File: src/rtl/store_aligner_pkg.sv
// Shared load/store definitions: access size codes, aligner states
// and the size-to-byte-mask helper.
package store_aligner_pkg;

    localparam logic [1:0] SZ_BYTE = 2'd0;
    localparam logic [1:0] SZ_HALF = 2'd1;
    localparam logic [1:0] SZ_WORD = 2'd2;
    localparam logic [1:0] SZ_ILL  = 2'd3;

    typedef enum logic [1:0] {
        IDLE  = 2'd0,
        BEAT0 = 2'd1,
        BEAT1 = 2'd2
    } state_t;

    function automatic logic [3:0] size_mask(input logic [1:0] size);
        logic [3:0] m;
        case (size)
            SZ_BYTE: m = 4'b0001;
            SZ_HALF: m = 4'b0011;
            default: m = 4'b1111;
        endcase
        return m;
    endfunction

endpackage

File: src/rtl/store_lane_mapper.sv
// Truncates store data to its size and rotates it onto the byte lanes;
// wide[7:4] holds the strobes that spill into the next word.
module store_lane_mapper
    import store_aligner_pkg::*;
(
    input  logic [31:0] data,
    input  logic [1:0]  off,
    input  logic [1:0]  size,
    output logic [31:0] rot,
    output logic [7:0]  wide
);

    logic [3:0]  mask;
    logic [31:0] trunc;

    always_comb begin
        mask  = size_mask(size);
        trunc = data & {{8{mask[3]}}, {8{mask[2]}}, {8{mask[1]}}, {8{mask[0]}}};
        case (off)
            2'd0:    rot = trunc;
            2'd1:    rot = {trunc[23:0], trunc[31:24]};
            2'd2:    rot = {trunc[15:0], trunc[31:16]};
            default: rot = {trunc[7:0], trunc[31:8]};
        endcase
        wide = {4'b0000, mask} << off;
    end

endmodule

File: src/rtl/store_aligner.sv
// Store aligner: turns a sized, byte-addressed store into one or two
// word-aligned bus beats with byte strobes.
module store_aligner
    import store_aligner_pkg::*;
#(
    parameter int ADDR_W = 32
) (
    input  logic              clk,
    input  logic              reset,
    input  logic              req_valid,
    output logic              req_ready,
    input  logic [ADDR_W-1:0] req_addr,
    input  logic [31:0]       req_data,
    input  logic [1:0]        req_size,
    output logic              mem_valid,
    input  logic              mem_ready,
    output logic [ADDR_W-1:0] mem_addr,
    output logic [31:0]       mem_wdata,
    output logic [3:0]        mem_be,
    output logic              done,
    output logic              err
);

    state_t            state_q;
    state_t            state_d;
    logic [ADDR_W-1:0] base_q;
    logic [31:0]       rot_q;
    logic [7:0]        wide_q;
    logic              done_q;
    logic              done_d;
    logic              err_q;
    logic [31:0]       rot_c;
    logic [7:0]        wide_c;
    logic              fire;
    logic              legal;

    store_lane_mapper u_map (
        .data (req_data),
        .off  (req_addr[1:0]),
        .size (req_size),
        .rot  (rot_c),
        .wide (wide_c)
    );

    assign fire  = req_valid && req_ready;
    assign legal = (req_size != SZ_ILL);

    always_ff @(posedge clk or posedge reset) begin
        if (reset) begin
            state_q <= IDLE;
            base_q  <= '0;
            rot_q   <= '0;
            wide_q  <= '0;
            done_q  <= 1'b0;
            err_q   <= 1'b0;
        end else begin
            state_q <= state_d;
            done_q  <= done_d;
            err_q   <= fire && !legal;
            if (fire && legal) begin
                base_q <= {req_addr[ADDR_W-1:2], 2'b00};
                rot_q  <= rot_c;
                wide_q <= wide_c;
            end
        end
    end

    always_comb begin
        state_d = state_q;
        done_d  = 1'b0;
        unique case (state_q)
            IDLE: begin
                if (fire && legal) state_d = BEAT0;
            end
            BEAT0: begin
                if (mem_ready) begin
                    if (wide_q[7:4] != 4'b0000) begin
                        state_d = BEAT1;
                    end else begin
                        state_d = IDLE;
                        done_d  = 1'b1;
                    end
                end
            end
            BEAT1: begin
                if (mem_ready) begin
                    state_d = IDLE;
                    done_d  = 1'b1;
                end
            end
            default: state_d = IDLE;
        endcase
    end

    // Outputs decode only from state and captured registers, never mem_ready.
    assign req_ready = (state_q == IDLE);
    assign mem_valid = (state_q != IDLE);
    assign mem_addr  = (state_q == BEAT1) ? base_q + ADDR_W'(4) : base_q;
    assign mem_wdata = rot_q;
    assign mem_be    = (state_q == BEAT0) ? wide_q[3:0] :
                       (state_q == BEAT1) ? wide_q[7:4] : 4'b0000;
    assign done      = done_q;
    assign err       = err_q;

endmodule

File: config.mk
export PLATFORM = sky130hd
export DESIGN_NAME = store_aligner
export DESIGN_NICKNAME = d
export VERILOG_FILES = /design/src/rtl/store_aligner_pkg.sv /design/src/rtl/store_lane_mapper.sv /design/src/rtl/store_aligner.sv
export SDC_FILE = /design/constraint.sdc
export NUM_CORES = 1
export LEC_CHECK = 0
export BUFFER_PORTS_ARGS = -buffer_cell sky130_fd_sc_hd__buf_2
export CORE_UTILIZATION = 40
export DETAILED_ROUTE_END_ITERATION = 10
export PLACE_DENSITY_LB_ADDON = 0.2
export SLEW_MARGIN = 20
export SYNTH_ARGS = -nofsm -noshare
export SYNTH_HDL_FRONTEND = slang
export SYNTH_SLANG_ARGS = --single-unit
File: constraint.sdc
create_clock -name clk -period 3.2 [get_ports clk]
set_clock_uncertainty 0.05 [all_clocks]
set_input_delay 0.64 -clock clk [delete_from_list [all_inputs] [get_ports clk]]
set_output_delay 0.64 -clock clk [all_outputs]
set_load 0.01 [all_outputs]
# [Word-level counts from Yosys, hierarchy flattened]
# Index checks and enable logic that the tools add are counted.
[op_classes] addsub=1 eq_ne=9 shifts=1 muxes=14 n_bitwise=1 reduce_logical=10
[ops] cell="one-hot mux 32 bit (3 select lines)" n=1
[ops] cell="adder 32 x 3 -> 32 bit, second input constant" n=1
[ops] cell="bitwise AND 32 bit" n=1
[ops] cell="two-way mux 32 bit" n=1
[ops] cell="two-way mux 2 bit" n=4
[ops] cell="two-way mux 4 bit" n=2
[ops] cell="one-hot mux 4 bit (2 select lines)" n=1
[ops] cell="<< shifter 4 x 2 -> 8 bit" n=1
[ops] cell="equality test 2 x 1 -> 1 bit, second input constant" n=3
[ops] cell="logical NOT 2 bit" n=3
[ops] cell="inequality test 2 bit, second input constant" n=3
[ops] cell="one-hot mux 2 bit (3 select lines)" n=1
[ops] cell="equality test 2 bit, second input constant" n=2
[ops] cell="nonzero test 4 bit" n=1
[ops] cell="logical AND 1 bit" n=3
[ops] cell="two-way mux 1 bit" n=3
[ops] cell="AND reduction 3 bit" n=1
[ops] cell="inequality test 2 x 1 -> 1 bit, second input constant" n=1
[ops] cell="one-hot mux 1 bit (2 select lines)" n=1
[ops] cell="nonzero test 2 bit" n=1
[ops] cell="logical NOT 1 bit" n=1
[word_totals] regBits=74 input_bits=70 output_inout_bits=72 word_cells=42

# [Longest topological paths before layout]
[depth] word_depth=5 mapped_depth=7 ltp_nobuf=6

# [Cells and area by module]
# A second synthesis with hierarchy kept.
[unflattened] hier_cells=469 area_unflattened_um2=4825.9
[modules_own_cells] module="store_aligner" n_inst=1 cells_per_inst=294 area_each_um2=3633.5 seq_area_each_um2=1851.8
[modules_own_cells] module="store_lane_mapper" n_inst=1 cells_per_inst=175 area_each_um2=1192.4 seq_area_each_um2=0.0

# [Worst setup path after synthesis]
# No wires, ideal clock.
[synth_path] path_type="reg-to-output" startpoint="register state_q[0]" endpoint="output port mem_addr[31]" arrival_ps=1912 required_time_ps=2510 slack_ps=598 stages_incl_launch_ff=8 path_buffers=1 cell_sequence="dfrtp_1 > inv_1 > ha_1 > nand3_1 > or4_1 > buf_2 > nor4_1 > xor2_1"
[synth_via] elab_chain_cells=2
[synth_rtl] item="from (decl)" line_no="store_aligner.sv:24" text="state_t state_q;"
[synth_rtl] item="from (signal assigned)" line_no="store_aligner.sv:57" text="state_q <= state_d;"
[synth_rtl] item="equality test 2 bit" line_no="store_aligner.sv:98" text="assign mem_addr = (state_q == BEAT1) ? base_q + ADDR_W'(4) : base_q;"
[synth_rtl] item="two-way mux 32 bit" line_no="store_aligner.sv:98"
[synth_rtl] item="to (decl)" line_no="store_aligner.sv:17" text="output logic [ADDR_W-1:0] mem_addr,"
# Every way passes these cells.

# [Worst setup path after layout]
# Same ends and word-level chain as after synthesis.

==> results_dict.tcl <==
set metrics [dict create \
    status "completed" \
    final.setup.worst_slack_ns 0.1488 \
    leakage_uw 0.002760 \
    grt-busiest-layer "met2" \
    cp_max_fo 6 \
    grt_max_degree 74 \
    row_count 37 \
    power_switching_uw 1720 \
    netlist_area_sq_um 4389 \
    synth_ff_type "dfrtp_1" \
    worstMarginPinSlew_ns 0.7580 \
    syn_inst 539 \
    wirelength_microns 11970 \
    diodes 0 \
    cts_tree "done" \
    synth_most_common_cell "nand2_1" \
    cts_buffers 9 \
    vias 4298 \
    arrival_ns 2.36 \
    port_buffers 139 \
    synth_top_cell_by_area "dfrtp_1" \
    rsz0062_at_grt "yes" \
    relSlewSlack 0.4928 \
    p_per_area_nw_per_um2 789.6 \
    track_usage 0.2210 \
    place.gp.congestion 0.8680 \
    place_ws_ns 0.3039 \
    critPathTopFamily "simple AND/OR/NAND/NOR gates" \
    power_frac_seq 0.400 \
    clk-insertion-delay-late_ns 0.35 \
    clockBufferDepth 2 \
    sw_frac_of_total 0.4000 \
    crit_chain "inv_1, ha_1, nand3_1, or4_4, nor4_2, xor2_1, buf_2" \
    dpl_cell_area_sq_um 5207 \
    cpMaxStageDelayCell "or4_4" \
    floorplan.initialDensity 0.4195 \
    use_met3 0.04985 \
    place_inst 783 \
    crit_buf_inv 2 \
    yosysSeqAreaShare 0.4162 \
    grt_use_met1 0.2782 \
    nets 732 \
    grt_pass1_vias 4150 \
    ant_nets 0 \
    drc 0 \
    crit_start "state_q[0]$_DFFE_PP0P_" \
    die_area_sq_um 11400 \
    synth_cell_types 50 \
    crit_required_ns 2.51 \
    path_clk_slew_ns 0.08 \
    cts_root_buffer "clkbuf_8" \
    fmax_mhz 327.7 \
    first_iter_violations 298 \
    die_width_microns 106.8 \
    peakVddDrop_v 0.0003103 \
    hold_path_class "input port to asynchronous set/reset pin" \
    die_h_microns 106.8 \
    start_kind "register" \
    yosysWarnings 0 \
    overflow 0 \
    wire_per_inst_microns 14.98 \
    ioPinCount 142 \
    instances_no_fill 799 \
    drv_cap 0 \
    syn_avg_cell_area_sq_um 8.143 \
    synthTopCellsByCount "141 x nand2_1, 73 x dfrtp_1, 52 x o21ai_0" \
    area_growth_pct 24.09 \
    grt_pass1_wl_microns 19930 \
    fin_crit_ns 3.051 \
    hpwl_microns 8549 \
    setup_viol 0 \
    finalCritPeriodShare 0.9535 \
    clock-sinks 73 \
    p_total_uw 4300 \
    dr.pass1.iters 5 \
    vias_per_cell 5.379 \
    ys_async_sr_fraction 1.000 \
    design_area_sq_um 5446 \
    finalHoldViolCount 0 \
    timing.rr.start "state_q[0]$_DFFE_PP0P_" \
    p_comb_frac 0.408 \
    synth_seq_cells 73 \
    cp-end-kind "primary output" \
    ctsHoldBuffers 0 \
    worst_hold_slack_ns 0.3246 \
    synth-edff-count 0 \
    core-area_sq_um 10460 \
    internal_power_uw 2580 \
    drive_above_1_share 0.2760 \
    report.final.slew_viol_count 0 \
    htreeDepth 3 \
    path_class "register to primary output" \
    yosysTopAreaCellShare 0.4162 \
    clockPowerShare 0.192 \
    grtUsageMet2 0.3664 \
    cpPeakStageDelay_ns 0.59 \
    grt_antenna_before_repair 0 \
    ys_top_cells_by_area "dfrtp_1 42%, nand2_1 12%, o21ai_0 5.9%" \
]
cell usage in the layout, fill, tap and decap left out, types with 9 or more instances in the layout:
cell type / netlist / final
nand2_1: 141 / 141
buf_2: 2 / 139
dfrtp_1: 73 / 73
o21ai_0: 52 / 52
nor2_1: 27 / 27
a21oi_1: 26 / 25
xor2_1: 20 / 20
nand3_1: 18 / 17
inv_1: 14 / 13
a21o_1: 13 / 13
mux2i_1: 11 / 11
clkbuf_8: 0 / 11
xnor2_1: 9 / 9
final timing paths:
check	slack (ns)	depth (start not counted)	end
worst max-delay path	0.15	7	mem_addr[31]
worst min-delay path	0.32	3	base_q[31]$_DFFE_PP0P_
worst max register to register	1.09	7	wide_q[3]$_DFFE_PP0P_
worst min register to register	0.42	2	mem_wdata[16]$_DFFE_PP0P_
max in group asynchronous	2.48	3	wide_q[3]$_DFFE_PP0P_
min in group clk	0.42	2	mem_wdata[16]$_DFFE_PP0P_
sequential cells by signal, summed over array words and instances, names as in the netlist:
register	count
base_q	30
done	1
err	1
mem_wdata	32
state_q	2
wide_q	7
routing by layer:
layer  share of wire  up-vias
li1                -     2109
met1            0.43     2020
met2            0.48      160
met3           0.080        9
met4           0.014        0
met5               0        -
power groups by stage:
| stage | registers [uW] | logic, uW | clock network (uW) |
|---|---|---|---|
| 2_1_floorplan | 1760 | 985 | 0 |
| 3_3_place_gp | 1720 | 1750 | 0 |
| 3_5_place_dp | 1730 | 1780 | 0 |
| 4_1_cts | 1720 | 1780 | 853 |
| 5_1_grt | 1790 | 1970 | 892 |
| 6_report | 1720 | 1750 | 827 |
final cells by class:
class,instances,area (sq um)
Clock buffer,11,151.4
Clock inverter,5,77.57
Fill cell,1048,5016
Inverter,14,52.55
Multi-Input combinational cell,411,2372
Sequential cell,73,1827
Tap cell,136,170.2
Timing Repair Buffer,149,795.8
kinds of logic after synthesis:
| kind of cell | after synthesis | share of synthesized area |
|---|---|---|
| buffers and inverters | 56 | 0.05188 |
| AOI/OAI and AO/OA | 129 | 0.1847 |
| muxes | 17 | 0.04561 |
| DFF | 73 | 0.4162 |
| xor gates and xnor gates | 29 | 0.05787 |
| adders and majority gates | 4 | 0.01140 |
| other | 1 | 0.0008544 |
| and+or+nand+nor | 230 | 0.2315 |
stage by stage:
step | setup TNS, ns | util
after detailed placement | 0 | 0.4977
after global placement | 0 | 0.4977
final | 0 | 0.5206
after floorplan | 0 | -
after global routing | -0.008449 | 0.5206
after CTS | 0 | 0.5206
what timing repair did:
| action | 4_1_cts | 5_1_grt |
|---|---|---|
| resized for setup | 2 | 0 |
| setup buffers | 0 | 0 |
| pin swaps | 0 | 0 |
| endpoints found under the setup margin | 1 | 1 |
worst min-delay path, delay by kind of cell:
kind | cells | cell delay (ns)
buffers and inverters | 3 | 0.50
Power figures use the tool's default switching activity.
